===== src/rtl/div.sv =====
// Iterative 32-bit divider for the EX stage: restoring shift-subtract, one bit per cycle,
// with signed/unsigned modes, divide-by-zero shortcut and pipeline cancel.
module div (
    input  logic        clk,
    input  logic        rst,
    input  logic        signed_div,
    input  logic [31:0] op_1,
    input  logic [31:0] op_2,
    input  logic        start,
    input  logic        cancel,
    output logic [63:0] result,
    output logic        ready,
    output logic        busy
);

    typedef enum logic [1:0] {IDLE, BY_ZERO, ON, END} state_e;

    state_e      state_q, state_d;
    logic [5:0]  cnt_q, cnt_d;
    logic [64:0] work_q, work_d;
    logic [31:0] dvsr_q, dvsr_d;
    logic        negq_q, negq_d;
    logic        negr_q, negr_d;
    logic [63:0] result_q, result_d;

    logic [64:0] shifted;
    logic [64:0] step;
    logic [32:0] diff;
    logic [31:0] mag1, mag2;
    logic [31:0] quot, rem;
    logic [31:0] quot_fix, rem_fix;

    always_comb begin
        shifted = {work_q[63:0], 1'b0};
        diff    = shifted[64:32] - {1'b0, dvsr_q};
        // Upper 33 bits hold the partial remainder; quotient bits shift in from the bottom.
        if (shifted[64:32] >= {1'b0, dvsr_q}) begin
            step = {diff, shifted[31:1], 1'b1};
        end else begin
            step = shifted;
        end

        mag1     = (signed_div && op_1[31]) ? (32'd0 - op_1) : op_1;
        mag2     = (signed_div && op_2[31]) ? (32'd0 - op_2) : op_2;
        quot     = work_q[31:0];
        rem      = work_q[63:32];
        quot_fix = negq_q ? (32'd0 - quot) : quot;
        rem_fix  = negr_q ? (32'd0 - rem) : rem;
    end

    always_comb begin
        state_d  = state_q;
        cnt_d    = cnt_q;
        work_d   = work_q;
        dvsr_d   = dvsr_q;
        negq_d   = negq_q;
        negr_d   = negr_q;
        result_d = result_q;

        case (state_q)
            IDLE: begin
                if (start && !cancel) begin
                    if (op_2 != 32'd0) begin
                        state_d = ON;
                        cnt_d   = '0;
                        work_d  = {33'd0, mag1};
                        dvsr_d  = mag2;
                        negq_d  = signed_div & (op_1[31] ^ op_2[31]);
                        negr_d  = signed_div & op_1[31];
                    end else begin
                        state_d = BY_ZERO;
                    end
                end
            end
            BY_ZERO: begin
                if (cancel) begin
                    state_d = IDLE;
                end else begin
                    state_d  = END;
                    result_d = '0;
                end
            end
            ON: begin
                if (cancel) begin
                    state_d = IDLE;
                end else if (cnt_q == 6'd32) begin
                    state_d  = END;
                    result_d = {rem_fix, quot_fix};
                end else begin
                    work_d = step;
                    cnt_d  = cnt_q + 6'd1;
                end
            end
            END: begin
                if (!start) begin
                    state_d = IDLE;
                end
            end
            default: state_d = IDLE;
        endcase
    end

    always_ff @(posedge clk) begin
        if (rst) begin
            state_q  <= IDLE;
            cnt_q    <= '0;
            work_q   <= '0;
            dvsr_q   <= '0;
            negq_q   <= 1'b0;
            negr_q   <= 1'b0;
            result_q <= '0;
        end else begin
            state_q  <= state_d;
            cnt_q    <= cnt_d;
            work_q   <= work_d;
            dvsr_q   <= dvsr_d;
            negq_q   <= negq_d;
            negr_q   <= negr_d;
            result_q <= result_d;
        end
    end

    assign result = result_q;
    assign ready  = (state_q == END);
    assign busy   = (state_q == ON) || (state_q == BY_ZERO);

endmodule


===== config.mk =====
export PLATFORM = sky130hd
export DESIGN_NAME = div
export DESIGN_NICKNAME = d
export VERILOG_FILES = /design/src/rtl/div.sv
export SDC_FILE = /design/constraint.sdc
export NUM_CORES = 1
export LEC_CHECK = 0
export BUFFER_PORTS_ARGS = -buffer_cell sky130_fd_sc_hd__clkbuf_2
export CAP_MARGIN = 40
export CORE_AREA = 4 4 181 183
export DETAILED_ROUTE_END_ITERATION = 16
export DIE_AREA = 0 0 185 187
export GPL_ROUTABILITY_DRIVEN = 0
export PLACE_DENSITY = 0.65
export SLEW_MARGIN = 10
export SYNTH_ARGS = -nofsm -noshare
export SYNTH_HDL_FRONTEND = slang
export SYNTH_SLANG_ARGS = --single-unit

===== constraint.sdc =====
create_clock -name clk -period 3.15 [get_ports clk]
set_input_delay 0.945 -clock clk [delete_from_list [all_inputs] [get_ports clk]]
set_output_delay 0.945 -clock clk [all_outputs]
set_load 0.01 [all_outputs]

## Word-level counts from Yosys, hierarchy flattened

Index checks and enable logic that the tools add are counted.

- Register bits: 170
- Bits of input ports: 69
- Output and inout bits: 66
- Logic and storage cells: 68

- $add $sub $neg: 6
- $lt $le $gt $ge: 1
- Equality and inequality tests: 12
- Multiplexer cells: 26
- Bitwise gates (word level): 3
- Reduce and logical (&&, ||, !) cells: 13

Operators with widths:

| kind | number |
|---|---|
| 64-bit 2-to-1 mux | 8 |
| 64-bit case mux with 2 select lines | 2 |
| 32-bit 2-to-1 mux | 4 |
| 1-bit by 32-bit subtractor with 32-bit output (first input constant) | 4 |
| 33-bit by 32-bit >= comparator with 1-bit output | 1 |
| 32-bit nonzero test | 1 |
| 32-bit subtractor | 1 |
| 6-bit 2-to-1 mux | 4 |
| 2-bit inequality test (second input constant) | 7 |
| 2-bit 2-to-1 mux | 6 |
| 6-bit case mux with 2 select lines | 1 |
| 2-bit case mux with 4 select lines | 1 |
| 6-bit by 1-bit adder with 6-bit output (second input constant) | 1 |
| 6-bit == test (second input constant) | 1 |
| 3-bit AND reduction | 2 |
| 5-bit AND reduction | 1 |
| 2-bit == test (second input constant) | 2 |
| 4-bit AND reduction | 1 |
| 2-bit nonzero test | 2 |
| 1-bit logical AND | 3 |
| 3-bit inequality test (second input constant) | 1 |
| 1-bit bitwise AND | 2 |
| 2-bit by 1-bit == test with 1-bit output (second input constant) | 1 |
| 2-bit zero test | 1 |
| other kinds (3) | 3 |

## Depth between registers and ports, before layout

- Word-level depth: 5
- Mapped depth: 14
- Mapped depth without buffers: 13

## Least setup slack after synthesis

Ideal clock, no wire load.

- Path kind: register to register
- From: register work_q[38]
- To: register result_q[61], in the netlist result[61]
- Library setup time: 0.117 ns
- Data arrival time: 3.366 ns
- Data required time: 3.033 ns
- Setup slack: -0.332 ns
- Stages on the path, launching flop included: 10
- Buffers on the path: 0
- Period minus slack after synthesis: 3.482 ns
- Path through: dfxtp_1 -> or4_4 -> or4_1 -> or3_1 -> or4_1 -> or3_4 -> or4_4 -> o31ai_4 -> xnor2_1 -> a22o_1

- Word-level cells in the longest chain between the ends: 5

RTL lines:

| item | RTL line | RTL |
|---|---|---|
| from (decl) | 20 | `logic [64:0] work_q, work_d;` |
| from (signal assigned) | 115 | `work_q <= work_d;` |
| 1-bit by 32-bit subtractor with 32-bit output | 48 | `rem_fix = negr_q ? (32'd0 - rem) : rem;` |
| 32-bit 2-to-1 mux | 48 |  |
| 64-bit 2-to-1 mux | 86 | `end else if (cnt_q == 6'd32) begin` |
| 64-bit 2-to-1 mux | 84 | `if (cancel) begin` |
| 64-bit case mux with 2 select lines | 60 | `case (state_q)` |
| to (signal assigned) | 119 | `result_q <= result_d;` |
| to (decl) | 24 | `logic [63:0] result_q, result_d;` |

No other way between the ends. The select of a mux whose other input is x is not followed.
A chain may end at the register's enable or synchronous reset.

## Worst setup path in the final report

- From: register work_q[38]
- To: register result_q[59], in the netlist result[59]

Same word-level chain as after synthesis.

==> metrics list <==
- Cell depth of the worst min-delay path: 2
* HPWL Detailed: 26490 microns
- Counting every net in the synthesized netlist gives 1503.
- The die is 185 microns wide.
- Reg2Reg Setup Slack: -0.26 ns
- The number of antenna diodes in the final layout is 0.
- The count of final max-slew check failures was 0.
- Number of global-route vias before repair: 10529
- Failing checks: setup timing
- Drt first-iter violations: 862
- Final hold vios: 0
* Count of unresolved DRC violations after routing: 0
- Once placement finished, the instance area stood at 12970 sq um.
- Iteration count of the initial detailed-routing pass: 8
* Req. time, crit path: 3.48 ns
- The synthesized design contains 0 enable-type register cells.
- Wires add up to 34360 microns.
- After synthesis, the mean cell area works out to 7.778 sq um.
* Area Overhead vs Synth: 27.88%
- Number of clock sinks seen by CTS: 170
- Final-layout worst hold slack: 0.4535 ns
* Outcome: finished, violations left
* Htree depth: 4
* Number of antenna-violating nets in the routed design: 0
- After detailed routing, the average wire length per cell comes to 16.91 microns.
- Final min period: 3.413 ns
- In the final layout, the multi-input gates occupy 7133 sq um.
- Power per Cell Area: 669.6 nW/um^2
- Setup repair after global routing could not meet its margin everywhere.
- For this run, the leading register cell type out of synthesis is sky130_fd_sc_hd__dfxtp_1.
- Top Ports: 135
* Via-per-instance ratio: 5.421
- CTS Root Cell: sky130_fd_sc_hd__clkbuf_16
* Routed via count: 11016
* Final total power: 9.257 mW
- Flop and latch count out of synthesis: 170
* Critical path type: flop to flop
- In the finished design, the share of the clock period the worst path needs comes to 108.3%.
- After the last flow step, the layout net total stands at 1730.
- Core region area: 31230 sq um
* Overflow left after global routing: 0
- Warnings, synthesis: 0
- During placement, the flow inserted port buffers numbering 134.
- Total negative setup slack: -1.497 ns
- After layout, the worst setup slack is -0.2629 ns.
- Initial cell density of the core: 34.62%
- Pin count of the biggest net entering global routing: 75
- After routing the design area is 13830 sq um.
* Count of unique library cells instantiated by Yosys: 64
* Number of max-cap violations: 0
* Class of the tightest hold or removal check: flop to flop
* Top-count cell post-synth: sky130_fd_sc_hd__dfxtp_1
* Pre-CTS setup slack: -0.2980 ns
- Top cells by instance count after synthesis: sky130_fd_sc_hd__dfxtp_1, sky130_fd_sc_hd__nand2_1, sky130_fd_sc_hd__nor2_1, sky130_fd_sc_hd__xnor2_1, sky130_fd_sc_hd__o21ai_0
- Ranked by total cell area, the synthesized netlist is headed by sky130_fd_sc_hd__dfxtp_1, sky130_fd_sc_hd__xnor2_1, sky130_fd_sc_hd__nand2_1, sky130_fd_sc_hd__nor2_1, sky130_fd_sc_hd__ha_1.
- Summed instance area of the synthesized netlist: 10810 sq um
- The post-route netlist has 22.45% of its cells at a drive strength greater than 1.
- The share of synthesized area in the top cell type comes to 31.48%.
- Depth of the worst register-to-register path: 10
* Post-CTS clock slew at the launch and capture registers of the worst setup and hold paths: 0.07 ns
* Ys async rst share: 0%
* Cell type contributing the most total cell area after synthesis: sky130_fd_sc_hd__dfxtp_1
- Cells fill 44.27% of the core in the end.
- DIE HEIGHT: 187 microns
- VDD sags by at most 462.4 uV.
* Chain of cells forming the critical path: or4_4, or4_4, or3_4, or4_4, or3_4, or4_4, buf_4, nand2_2, xnor2_1, a22o_1
- TritonCTS built the clock tree.
- The slowest stage of the critical path is the sky130_fd_sc_hd__or4_4 cell.
- In this design, the critical path's most frequently occurring cell is sky130_fd_sc_hd__or4_4.
- The number of placed instances, taps included, is 1996.
* Wire length of the first global-routing pass: 55530 microns
- Worst slew slack as a fraction of its limit: 41.76%
- Static timing analysis puts the maximum clock frequency at 293.0 MHz.
- CTS Hold Buffers Added: 0
* Fill cells: 3129
- Setup Viol. Count Final: 7
* Die footprint: 34600 sq um
- Registers take 3405 sq um.
* Number of buffers on the longest clock path: 2
- Antenna violations before repair: 0
- Data on the critical path arrives at its endpoint at 3.75 ns.
- Total track usage: 19.51%
* Clk_lat worst skew: 0.45 ns
- Proportion of synthesized chip area in sequential cells: 31.48%
- Element type at the critical path start: flop
* Static leakage: 5.702 nW
* Maximum cell stage delay along the critical path: 0.53 ns
- For the pin with the worst max-slew slack, the measured transition is 0.8725 ns.
* Std-Cell Rows: 65
- Endpoint class of the critical path: flop
* Num CTS Buffers: 17
* Skew final: 0.01719 ns
- Non-filler cells, final: 2032
- Max Fanout on Critical Path: 3
- Count of mapped cells out of synthesis: 1390
-- critical path: cells and delay by family, from the launching register on --
family                    cells  cell delay (ns)
DFF                           1             0.32
xor gates and xnor gates      1             0.07
buffers and inverters         1             0.16
and+or+nand+nor               7             2.58
AOI/OAI and AO/OA             1             0.18
-- layout make-up --
| type | instances | share of cell area (%) |
|---|---|---|
| clock buffers | 17 | 3.077 |
| repair buffers | 288 | 14.14 |
| clock inverters | 15 | 1.403 |
| flip-flops and latches | 170 | 24.62 |
| multi-input cells | 1084 | 51.59 |
| inverters | 56 | 1.520 |
| well taps | 402 | 3.638 |
-- sequential cells by signal, summed over array words and instances, names as in the netlist --
name	flops
work_q	64
state_q	2
negq_q	1
cnt_q	6
dvsr_q	32
result	64
negr_q	1
-- what timing repair did --
item	in CTS	in global routing
buffers inserted	3	0
gates resized for setup	14	21
pin swaps	4	5
hold endpoints to repair	0	0
endpoints found under the setup margin	10	38
-- path summary, 6_finish.rpt --
check              from          to
max          work_q[38]  result[59]
min           result[1]   result[1]
max reg2reg  work_q[38]  result[59]
min reg2reg   result[1]   result[1]
-- logic make-up after synthesis --
family | count (synthesis) | synth area share, %
mux | 22 | 2.037
xor+xnor | 149 | 12.07
fa+ha+maj | 44 | 5.161
flops | 170 | 31.48
buf+inv | 136 | 4.768
simple gates | 460 | 19.57
compound gates | 409 | 24.92
-- layout by cell type, fill, tap and decap left out, types with 19 or more instances in the layout --
cell type                    n
sky130_fd_sc_hd__a211oi_1   35
sky130_fd_sc_hd__buf_4     142
sky130_fd_sc_hd__mux2i_1    19
sky130_fd_sc_hd__dfxtp_1   169
sky130_fd_sc_hd__xor2_1     45
sky130_fd_sc_hd__a21oi_1    93
sky130_fd_sc_hd__a22o_1     29
sky130_fd_sc_hd__xnor2_1   104
sky130_fd_sc_hd__a22oi_1    26
sky130_fd_sc_hd__clkbuf_2  133
sky130_fd_sc_hd__ha_1       42
sky130_fd_sc_hd__nand3_1    25
sky130_fd_sc_hd__inv_1      56
sky130_fd_sc_hd__o31ai_1    21
sky130_fd_sc_hd__nor2_1    145
sky130_fd_sc_hd__nand2_1   162
sky130_fd_sc_hd__o21ai_0    99
-- layer usage --
| layer | up-vias | GRT usage, % | share of wire (%) |
|---|---|---|---|
| met1 | 5162 | 27.01 | 46 |
| met5 | - | 0 | 0 |
| met2 | 356 | 31.30 | 46 |
| met3 | 56 | 3.151 | 5.7 |
| li1 | 5442 | - | - |
| met4 | 0 | 5.731 | 2.6 |
-- power breakdown --
group | internal (mW) | total [mW] | switching (mW)
clock network | 1.09 | 2.17 | 1.08
logic | 1.92 | 4.49 | 2.57
registers | 2.37 | 2.60 | 0.234
(Power assumes the default switching activity.)
